[src/rtl/snd_pkt_sched.sv]
// rtl/snd_pkt_sched.sv - round-robin packet scheduler from channel FIFOs onto one 16-bit link
module snd_pkt_sched #(
    parameter int          NCH       = 16,
    parameter int          TMO       = 255,
    parameter logic [15:0] IDLE_WORD = 16'h50BC
) (
    input  logic              clk,
    input  logic              rst_n,
    input  logic [NCH-1:0]    fifo_have,
    input  logic [16*NCH-1:0] datain,
    output logic [NCH-1:0]    arb_want,
    input  logic              trig,
    output logic [15:0]       dataout,
    output logic              kchar,
    output logic [15:0]       abort_cnt
);

    typedef enum logic [2:0] {
        ST_IDLE,
        ST_TOKEN,
        ST_HDR,
        ST_BODY,
        ST_ABORT
    } state_t;

    state_t         state_q;
    logic [NCH-1:0] arb_want_q;
    logic [4:0]     ptr_q;
    logic [4:0]     gnt_q;
    logic [8:0]     len_q;
    logic [15:0]    stall_q;
    logic           trig_pend_q;
    logic [7:0]     tok_q;
    logic [15:0]    dataout_q;
    logic           kchar_q;
    logic [15:0]    abort_cnt_q;

    // Channel vectors widened to the 32-channel maximum so any grant index selects cleanly
    logic [63:0]  have_ext;
    logic [511:0] din_ext;
    logic         have_g;
    logic [15:0]  word_g;
    logic [15:0]  stall_d;
    logic         stall_hit;
    logic [15:0]  abort_cnt_d;
    logic         found;
    logic [4:0]   pick;
    logic [6:0]   scan;

    assign have_ext = 64'(fifo_have);
    assign din_ext  = 512'(datain);
    assign have_g   = have_ext[{1'b0, gnt_q}];
    assign word_g   = din_ext[{gnt_q, 4'b0000} +: 16];

    // Stall bookkeeping and the saturating error counter increment
    always_comb begin
        stall_d     = stall_q + 16'd1;
        stall_hit   = (stall_d == 16'(TMO));
        abort_cnt_d = (abort_cnt_q == 16'hFFFF) ? abort_cnt_q : abort_cnt_q + 16'd1;
    end

    // Round-robin search: first requesting channel strictly after the pointer, with wrap
    always_comb begin
        found = 1'b0;
        pick  = ptr_q;
        scan  = '0;
        for (int k = 1; k <= NCH; k++) begin
            scan = 7'(ptr_q) + 7'(k);
            if (scan >= 7'(NCH)) begin
                scan = scan - 7'(NCH);
            end
            if (!found && have_ext[scan[5:0]]) begin
                found = 1'b1;
                pick  = scan[4:0];
            end
        end
    end

    // Scheduler FSM; all link outputs are registered here and default to idle commas
    always_ff @(posedge clk or negedge rst_n) begin
        if (!rst_n) begin
            state_q     <= ST_IDLE;
            arb_want_q  <= '0;
            ptr_q       <= 5'(NCH - 1);
            gnt_q       <= '0;
            len_q       <= '0;
            stall_q     <= '0;
            trig_pend_q <= 1'b0;
            tok_q       <= '0;
            dataout_q   <= IDLE_WORD;
            kchar_q     <= 1'b1;
            abort_cnt_q <= '0;
        end else begin
            dataout_q <= IDLE_WORD;
            kchar_q   <= 1'b1;
            if (trig) begin
                trig_pend_q <= 1'b1;
            end
            case (state_q)
                ST_IDLE: begin
                    if (trig_pend_q) begin
                        // Token word goes out as the FSM enters TOKEN
                        dataout_q <= {8'h1C, tok_q};
                        state_q   <= ST_TOKEN;
                    end else if (found) begin
                        arb_want_q <= NCH'(1) << pick;
                        gnt_q      <= pick;
                        stall_q    <= '0;
                        state_q    <= ST_HDR;
                    end
                end
                ST_TOKEN: begin
                    tok_q       <= tok_q + 8'd1;
                    trig_pend_q <= trig;
                    state_q     <= ST_IDLE;
                end
                ST_HDR, ST_BODY: begin
                    if (have_g) begin
                        stall_q <= '0;
                        if (state_q == ST_HDR && !word_g[15]) begin
                            // Framing error: header is swallowed, packet abandoned
                            abort_cnt_q <= abort_cnt_d;
                            arb_want_q  <= '0;
                            ptr_q       <= gnt_q;
                            state_q     <= ST_IDLE;
                        end else begin
                            dataout_q <= word_g;
                            kchar_q   <= 1'b0;
                            if (state_q == ST_HDR) begin
                                len_q <= word_g[8:0];
                                if (word_g[8:0] == 9'd0) begin
                                    arb_want_q <= '0;
                                    ptr_q      <= gnt_q;
                                    state_q    <= ST_IDLE;
                                end else begin
                                    state_q <= ST_BODY;
                                end
                            end else begin
                                len_q <= len_q - 9'd1;
                                if (len_q == 9'd1) begin
                                    arb_want_q <= '0;
                                    ptr_q      <= gnt_q;
                                    state_q    <= ST_IDLE;
                                end
                            end
                        end
                    end else if (stall_hit) begin
                        // Grant is released together with the abort word so no FIFO word is lost
                        dataout_q   <= {8'hFE, 3'b000, gnt_q};
                        abort_cnt_q <= abort_cnt_d;
                        arb_want_q  <= '0;
                        ptr_q       <= gnt_q;
                        stall_q     <= '0;
                        state_q     <= ST_ABORT;
                    end else begin
                        stall_q <= stall_d;
                    end
                end
                ST_ABORT: begin
                    state_q <= ST_IDLE;
                end
                default: begin
                    state_q <= ST_IDLE;
                end
            endcase
        end
    end

    assign arb_want  = arb_want_q;
    assign dataout   = dataout_q;
    assign kchar     = kchar_q;
    assign abort_cnt = abort_cnt_q;

endmodule

[config.mk]
export PLATFORM = sky130hd
export DESIGN_NAME = snd_pkt_sched
export DESIGN_NICKNAME = d
export VERILOG_FILES = /design/src/rtl/snd_pkt_sched.sv
export SDC_FILE = /design/constraint.sdc
export NUM_CORES = 1
export LEC_CHECK = 0
export CAP_MARGIN = 40
export CORE_ASPECT_RATIO = 0.8
export CORE_MARGIN = 3
export CORE_UTILIZATION = 47
export DETAILED_ROUTE_END_ITERATION = 8
export GPL_ROUTABILITY_DRIVEN = 0
export PLACE_DENSITY = 0.82
export SLEW_MARGIN = 10
export SYNTH_ARGS = -nofsm -noshare
export SYNTH_HDL_FRONTEND = slang
export SYNTH_SLANG_ARGS = --single-unit
[constraint.sdc]
create_clock -name clk -period 7.62 [get_ports clk]
set_clock_uncertainty 0.2 [all_clocks]
set_input_delay 1.905 -clock clk [delete_from_list [all_inputs] [get_ports clk]]
set_output_delay 1.905 -clock clk [all_outputs]
set_load 0.005 [all_outputs]
==> flow_metrics.tcl, run 1 <==
set metrics [dict create \
    outcome "completed" \
    cp_max_fo 12 \
    final-seq-area_sq_um 2420 \
    async_flop_share_pct 100 \
    root_buffer "clkbuf_16" \
    synth_edf_count 0 \
    ioPinCount 324 \
    p_leak_nw 5.02 \
    hold_path.class "reg2reg" \
    hpwl_mm 29.0 \
    post_cts_resized 0 \
    final_nets 1541 \
    syn2layout_area_growth_pct 39.6 \
    intPower_mw 3.07 \
    fp.dieArea_sq_um 21900 \
    synth_ff_type "dfrtp_1" \
    slowest_stage "a21oi_1" \
    cp.required_ns 7.71 \
    max_freq_ghz 0.165 \
    drive_above_1_share_pct 15.2 \
    p_comb_share_pct 77.6 \
    worst_pin_slew_ns 0.922 \
    worstPathCellList "clkdlybuf4s50_1 -> mux4_2 -> mux2i_1 -> mux2_2 -> a21oi_1 -> nand3b_1 -> nor4_2 -> a21oi_1 -> o211ai_1 -> nor3_1 -> a32o_1" \
    crit_path_end_kind "register" \
    cpPeakStageDelay_ns 0.72 \
    synthCells 947 \
    power_switching_mw 3.23 \
    grt_pass1_wl_mm 54.5 \
    finalMaxSlewViolations 0 \
    die_w_um 165 \
    synth.top_cell.area_share_pct 24.5 \
    vias 9583 \
    clk_pin_slew_ns 0.07 \
    io_buffers 323 \
    cts_buffers 9 \
    critical_path_class "in2reg" \
    antenna_found_initial 6 \
    grt_max_degree 48 \
    whs_ns 0.283 \
    r2r_setup_slack_ns 1.69 \
    start_util_pct 48.9 \
    slew_headroom_pct 38.5 \
    seq_area_frac_synth_pct 25.5 \
    cts.sinks 96 \
    routedWlPerCell_um 23.7 \
    grt_usage_pct 32.6 \
    final_area_sq_um 13200 \
    hold_violations 0 \
    peakVddDrop_mv 0.254 \
    setup_ws_ns 1.55 \
    routed_via_density 6.37 \
    core_area_sq_um 19400 \
    power.density_nw_per_um2 477 \
    min_period_ns 6.07 \
    switching_share_pct 51.3 \
    syn_nets 1249 \
    h-tree-depth 3 \
    min_delay_path_depth 2 \
    die_y_um 133 \
    drtIter0Drc 1296 \
    period_share_pct 79.7 \
    path_common_cell "a21oi_1" \
    hold_buffers 0 \
    synth_cell_types 88 \
    clkPwrFrac_pct 7.0 \
    multi_input_area_sq_um 6660 \
    ys_top_cells_by_area "mux4_2, dfrtp_1, nand2_1" \
    seqPwrFrac_pct 15.3 \
    placed_area_sq_um 12900 \
    drc 0 \
    cts_setup_buffers 0 \
    layout_commonest_cell "clkdlybuf4s50_1" \
    setup_viol 0 \
    grt_pass1_vias 9340 \
    layout.cells.most_common_list "clkdlybuf4s50_1, mux4_2, nand2_1" \
    startpoint "fifo_have[9]" \
    reg2reg_depth 12 \
    maxCapViolCount 0 \
    start_kind "primary input" \
    num-fill-cells 1492 \
    synth_top_area_cell "mux4_2" \
    netlist_area_sq_um 9470 \
    wl_mm 35.7 \
    avgSynthCellArea_sq_um 10.0 \
    gr-total-overflow 0 \
    ant_nets 0 \
    cts_max_path_buffers 2 \
    r2r-end "arb_want[2]" \
    rsz0062_at_grt "no" \
    rr_startpoint "ptr_q[2]" \
    cts_tree "done" \
    min_from "arb_want[13]" \
    insertion_delay_ns 0.35 \
    ys_warn_count 0 \
    dpl_worst_slack_ns 1.30 \
    crit_arrival_ns 6.16 \
    core.rowCount 45 \
    drt_pre_antenna_iters 7 \
    yosys_register_bits 96 \
    final.setup.tns_ns 0 \
    setup.worst_path.end "arb_want[2]" \
]
state kept, by name, summed over array words and instances (netlist names):
signal	cells
gnt_q	5
state_q	3
dataout	16
stall_q	16
ptr_q	5
len_q	9
arb_want	16
abort_cnt	16
tok_q	8
trig_pend_q	1
kchar	1
per-stage QoR:
stage | std cells | utilization, % | total power, mW
final | 1504 | 68.2 | 6.30
after global routing | 1504 | 68.2 | 6.71
after CTS | 1501 | 68.2 | 6.18
after detailed placement | 1485 | 66.7 | 5.71
after global placement | 1479 | 66.3 | 5.61
after floorplan | 947 | - | 4.41
area by class of cell:
cell class	instances	share of cell area, %
diodes	2	0.0379
repair buffers	344	25.8
well taps	258	2.44
clock inverters	7	0.483
clock buffers	9	1.70
inverters	26	0.739
multi-input cells	762	50.4
flip-flops and latches	96	18.4
worst min path at each step:
stage / end / slack, ns
6_report: arb_want[13] / 0.28
5_1_grt: tok_q[7] / 0.31
4_1_cts: arb_want[8] / 0.29
3_5_place_dp: arb_want[8] / 0.27
3_3_place_gp: tok_q[7] / 0.27
2_1_floorplan: tok_q[7] / 0.25
power by group through the flow:
stage	sequential, mW	combinational (mW)	clock (mW)
floorplan	0.814	3.60	0
global placement	1.00	4.61	0
detailed placement	0.970	4.74	0
CTS	0.964	4.77	0.446
global route	0.996	5.24	0.473
finish	0.966	4.89	0.444
cells in the mapped netlist (all sizes together) (16+ instances only):
master / n
mux4: 104
nand2: 94
dfrtp: 84
nor2: 64
o21ai: 63
nand3: 42
a21oi: 41
clkbuf: 36
xnor2: 34
buf: 27
ha: 27
inv: 24
mux2i: 23
nand2b: 18
nor3: 18
mux2: 16
metal layers:
metal,GRT usage [%],vias to the layer above,wire (um)
met5,0,-,9
met4,7.50,2,767
met3,12.6,72,4630
met2,49.6,596,16500
met1,44.3,4649,13800
li1,-,4264,-
cells by family after synthesis:
kind of cell,share of synthesized area (%)
AO/OA/AOI/OAI,16.8
XOR/XNOR,4.43
adder cells (fa/ha/maj),3.57
buffers and inverters,4.11
flip-flops,25.5
multiplexers,29.2
AND/OR/NAND/NOR,16.4
worst max-delay path: cells and delay by family:
kind | cells | cell delay (ns)
muxes | 3 | 0.72
AOI/OAI and AO/OA | 4 | 1.99
and+or+nand+nor | 3 | 0.95
buffers and inverters | 1 | 0.59
No activity file was read; power rests on OpenSTA's default activity.
==> inputs of run 2 (changes only) <==
clock period = 5.7 ns   (was 7.62 ns; I/O delays follow)
==> run 2 against run 1 <==
Critical path depth did not move; sequential power is 38% higher; worst setup slack worse by 1.2 ns; sequential share of layout area down 0.14 points; non-clock buffer count increased by 13; critical endpoint is now arb_want[14]; routed wire length is 1.8% higher; first-iteration DRC count down 1.2%; power is 37% higher; flip-flop and latch count unchanged; cell area rose by 0.77%; via count up 2.7%; cell count up 0.80%.
==> flow_metrics.tcl, run 2 (synthesized netlist as in run 1, its figures left out) <==
set metrics [dict create \
    drive_above_1_share_pct 16.1 \
    die_y_um 133 \
    num-fill-cells 1504 \
    routedWlPerCell_um 24.0 \
    min_period_ns 5.40 \
    ant_nets 0 \
    hold_violations 0 \
    layout_commonest_cell "clkdlybuf4s50_1" \
    cts_setup_buffers 0 \
    worstPathCellList "clkdlybuf4s50_1 -> mux4_2 -> mux2_2 -> nor2b_1 -> a21o_1 -> or3_1 -> a2111oi_1 -> a21oi_1 -> a211oi_1 -> a311o_1 -> a32o_1" \
    wl_mm 36.3 \
    min_delay_path_depth 2 \
    max_freq_ghz 0.185 \
    slowest_stage "mux4_2" \
    core.rowCount 45 \
    core_area_sq_um 19400 \
    setup_ws_ns 0.304 \
    cp_max_fo 9 \
    min_to "arb_want[12]" \
    outcome "completed" \
    die_w_um 165 \
    worst_pin_slew_ns 0.894 \
    hold_path.class "reg2reg" \
    grt_usage_pct 32.9 \
    cp.required_ns 5.79 \
    cts_tree "done" \
    insertion_delay_ns 0.35 \
    setup_viol 0 \
    r2r_setup_slack_ns 0.59 \
    rsz0062_at_grt "no" \
    cts_buffers 9 \
    critical_path_class "in2reg" \
    crit_arrival_ns 5.49 \
    maxCapViolCount 0 \
    cts_max_path_buffers 2 \
    grt_max_degree 65 \
    period_share_pct 94.7 \
    grt_pass1_vias 9362 \
    rr_startpoint "ptr_q[2]" \
    gr-total-overflow 0 \
    routed_via_density 6.49 \
    cpPeakStageDelay_ns 0.57 \
    ioPinCount 324 \
    crit_path_end_kind "register" \
    drt_pre_antenna_iters 5 \
    start_kind "primary input" \
    syn2layout_area_growth_pct 40.7 \
    post_cts_resized 0 \
    antenna_found_initial 3 \
    peakVddDrop_mv 0.372 \
    vias 9837 \
    final.setup.tns_ns 0 \
    layout.cells.most_common_list "clkdlybuf4s50_1, mux4_2, nand2_1" \
    r2r-end "arb_want[14]" \
    cp_top_family "compound AO/OA/AOI/OAI gates" \
    hpwl_mm 29.7 \
    start_util_pct 48.9 \
    io_buffers 323 \
    cts.sinks 96 \
    finalMaxSlewViolations 0 \
    drc 0 \
    fp.dieArea_sq_um 21900 \
    final_nets 1554 \
    root_buffer "clkbuf_16" \
    drtIter0Drc 1280 \
    h-tree-depth 3 \
    cp.buffers_inverters 1 \
    p_leak_nw 5.08 \
    slew_headroom_pct 40.3 \
    reg2reg_depth 15 \
    power.density_nw_per_um2 649 \
    hold_buffers 0 \
    clk_pin_slew_ns 0.07 \
    grt_pass1_wl_mm 54.8 \
    min_from "arb_want[12]" \
    dpl_worst_slack_ns 0.0596 \
]
==> run 2: cell count changes in the layout (fill, tap and decap cells not counted) <==
cell / before / now
buf_4: 16 / 32
buf_16: 1 / 0
bufinv_16: 0 / 1
clkbuf_2: 1 / 0
buf_2: 2 / 1
diode_2: 2 / 1
clkinv_4: 4 / 3
==> run 2: how the worst max path moves through the flow <==
stage | slack [ns] | start | end | depth (start not counted)
2_1_floorplan | 0.18 | ptr_q[1] | arb_want[10] | 19
3_3_place_gp | 0.18 | fifo_have[10] | arb_want[15] | 11
3_5_place_dp | 0.06 | fifo_have[10] | arb_want[11] | 11
4_1_cts | 0.38 | fifo_have[10] | arb_want[14] | 11
5_1_grt | 0.1 | fifo_have[10] | arb_want[1] | 11
6_report | 0.30 | fifo_have[10] | arb_want[14] | 11
==> run 2: cell type report <==
cell class,count,area (sq um),area share [%]
diodes,1,2.50,0.0188
clock buffers,9,225,1.69
clock inverters,7,85.1,0.639
inverters,26,97.6,0.733
multi-input cells,762,6660,50.0
flip-flops and latches,96,2420,18.2
well taps,258,323,2.42
repair buffers,357,3500,26.3
==> run 2: through the flow <==
step / total power, mW / cells / hold WS (ns) / instance area, sq um / util [%]
floorplan: 5.90 / 947 / 0.246 / 9470 / -
global placement: 7.67 / 1495 / 0.273 / 13000 / 66.9
detailed placement: 7.81 / 1499 / 0.273 / 13000 / 67.1
CTS: 8.49 / 1515 / 0.290 / 13300 / 68.7
global route: 9.20 / 1516 / 0.308 / 13300 / 68.7
finish: 8.64 / 1516 / 0.295 / 13300 / 68.7
==> run 2: worst register-to-register path: cells and delay by family, from the launching register on <==
| family | cells | cell delay (ns) |
|---|---|---|
| flip-flops | 1 | 0.75 |
| adder cells (fa/ha/maj) | 2 | 0.67 |
| AND/OR/NAND/NOR | 3 | 0.93 |
| buffers and inverters | 1 | 0.06 |
| AO/OA/AOI/OAI | 9 | 2.45 |
==> run 2: metal layers <==
layer / track usage, % / routed length, um / part of all wire, %
met1: 46.2 / 14600 / 40
met2: 50.9 / 17000 / 47
met3: 9.14 / 3900 / 11
met4: 7.82 / 833 / 2.3
met5: 0 / 13 / 0.036
==> run 2: power by group <==
group / switching [mW] / internal, mW / total [mW] / leakage (nW)
Clock: 0.285 / 0.349 / 0.634 / 0.153
Sequential: 0.391 / 0.936 / 1.33 / 1.21
Combinational: 3.71 / 2.97 / 6.68 / 3.72
Total: 4.38 / 4.25 / 8.64 / 5.08
==> inputs of run 3 (changes only) <==
REMOVE_ABC_BUFFERS = 1   (was unset)
==> run 3 against run 2 <==
First-iteration DRC count fell by 2.9%; die area stayed put; critical path depth grew 1; sequential share of layout area about the same; critical endpoint unchanged.
==> flow_metrics.tcl, run 3 (synthesized netlist as in run 1, its figures left out) <==
set metrics [dict create \
    drive_above_1_share_pct 16.2 \
    num-fill-cells 1509 \
    hold_path.class "reg2reg" \
    critical_path_class "reg2reg" \
    routedWlPerCell_um 24.8 \
    rsz0062_at_grt "no" \
    layout_commonest_cell "clkdlybuf4s50_1" \
    fp.dieArea_sq_um 21900 \
    peakVddDrop_mv 0.391 \
    maxCapViolCount 0 \
    root_buffer "clkbuf_16" \
    post-place-cells 1499 \
    cp.required_ns 5.78 \
    clk_pin_slew_ns 0.07 \
    setup_viol 0 \
    p_total_mw 8.63 \
    final-seq-area_sq_um 2420 \
    cp.buffers_inverters 1 \
    core_area_sq_um 19400 \
    start_kind "register" \
    grt_pass1_vias 9372 \
    ant_nets 0 \
    hold_buffers 0 \
    slowest_stage "ha_1" \
    worst_pin_slew_ns 0.920 \
    power.density_nw_per_um2 649 \
    crit_arrival_ns 5.43 \
    fin_cells 1518 \
    multi_input_area_sq_um 6660 \
    hold_violations 0 \
    whs_ns 0.283 \
    final_nets 1556 \
    core.rowCount 45 \
    fin_util_pct 68.6 \
    io_buffers 323 \
    grt_usage_pct 33.9 \
    ioPinCount 324 \
    gr-total-overflow 0 \
    p_leak_nw 5.07 \
    routed_via_density 6.43 \
    hpwl_mm 30.8 \
    layout.cells.most_common_list "clkdlybuf4s50_1, mux4_2, nand2_1" \
    antenna_found_initial 10 \
    min_period_ns 5.35 \
    crit_path_end_kind "register" \
    drc 0 \
    cpPeakStageDelay_ns 0.84 \
    grt_pass1_wl_mm 56.1 \
    cp_max_fo 17 \
    insertion_delay_ns 0.35 \
    die_y_um 133 \
    dpl_worst_slack_ns 0.107 \
    finalMaxSlewViolations 0 \
    vias 9759 \
    max_freq_ghz 0.187 \
    drtIter0Drc 1243 \
    h-tree-depth 3 \
    worstPathCellList "inv_2 -> ha_1 -> mux4_2 -> nand3_1 -> nand2_1 -> o31ai_1 -> nand3b_1 -> or3b_1 -> a31oi_1 -> o211ai_1 -> nor3_1 -> a32o_1" \
    period_share_pct 93.9 \
    syn2layout_area_growth_pct 40.5 \
    outcome "completed" \
    post_cts_resized 0 \
    cts_setup_buffers 0 \
    drt_pre_antenna_iters 7 \
    cts.sinks 96 \
    start_util_pct 48.9 \
    cts_tree "done" \
    cp_top_family "simple AND/OR/NAND/NOR gates" \
    setup_ws_ns 0.350 \
    die_w_um 165 \
    grt_max_degree 59 \
    cts_buffers 9 \
    slew_headroom_pct 38.2 \
    wl_mm 37.6 \
    cts_max_path_buffers 2 \
]
[run 3: power breakdown]
| group | switching [mW] | total (mW) | internal, mW |
|---|---|---|---|
| Clock | 0.275 | 0.575 | 0.300 |
| Combinational | 3.85 | 6.80 | 2.95 |
| Sequential | 0.309 | 1.25 | 0.937 |
[run 3: per-stage QoR]
step                area [sq um]  TNS [ns]
finish                     13300         0
global route               13300         0
floorplan                   9170     -5.36
detailed placement         13000         0
global placement           13000         0
CTS                        13300         0
[run 3: per-layer routing]
metal  vias up  track usage (%)  routed length [um]
met5         -                0                  49
met4        10             6.47                 688
met3        81             17.5                5670
met2       685             51.1               17100
met1      4695             44.1               14100
li1       4288                -                   -
[run 3: final cells by class]
class / count / area share, %
timing repair buffer: 359 / 26.4
inverter: 26 / 0.734
antenna: 1 / 0.0188
multi-input combinational: 762 / 50.1
tap: 258 / 2.43
clock inverter: 7 / 0.414
sequential: 96 / 18.2
clock buffer: 9 / 1.69
[run 3: final timing paths]
path | from | end | slack (ns) | cells after the start
max in group asynchronous | rst_n | dataout[7] | 3.32 | 2
max reg2reg | ptr_q[0] | arb_want[14] | 0.35 | 12
max | ptr_q[0] | arb_want[14] | 0.35 | 12
min | tok_q[7] | tok_q[7] | 0.28 | 1
min reg2reg | tok_q[7] | tok_q[7] | 0.28 | 1
min in group asynchronous | rst_n | stall_q[8] | 0.94 | 1
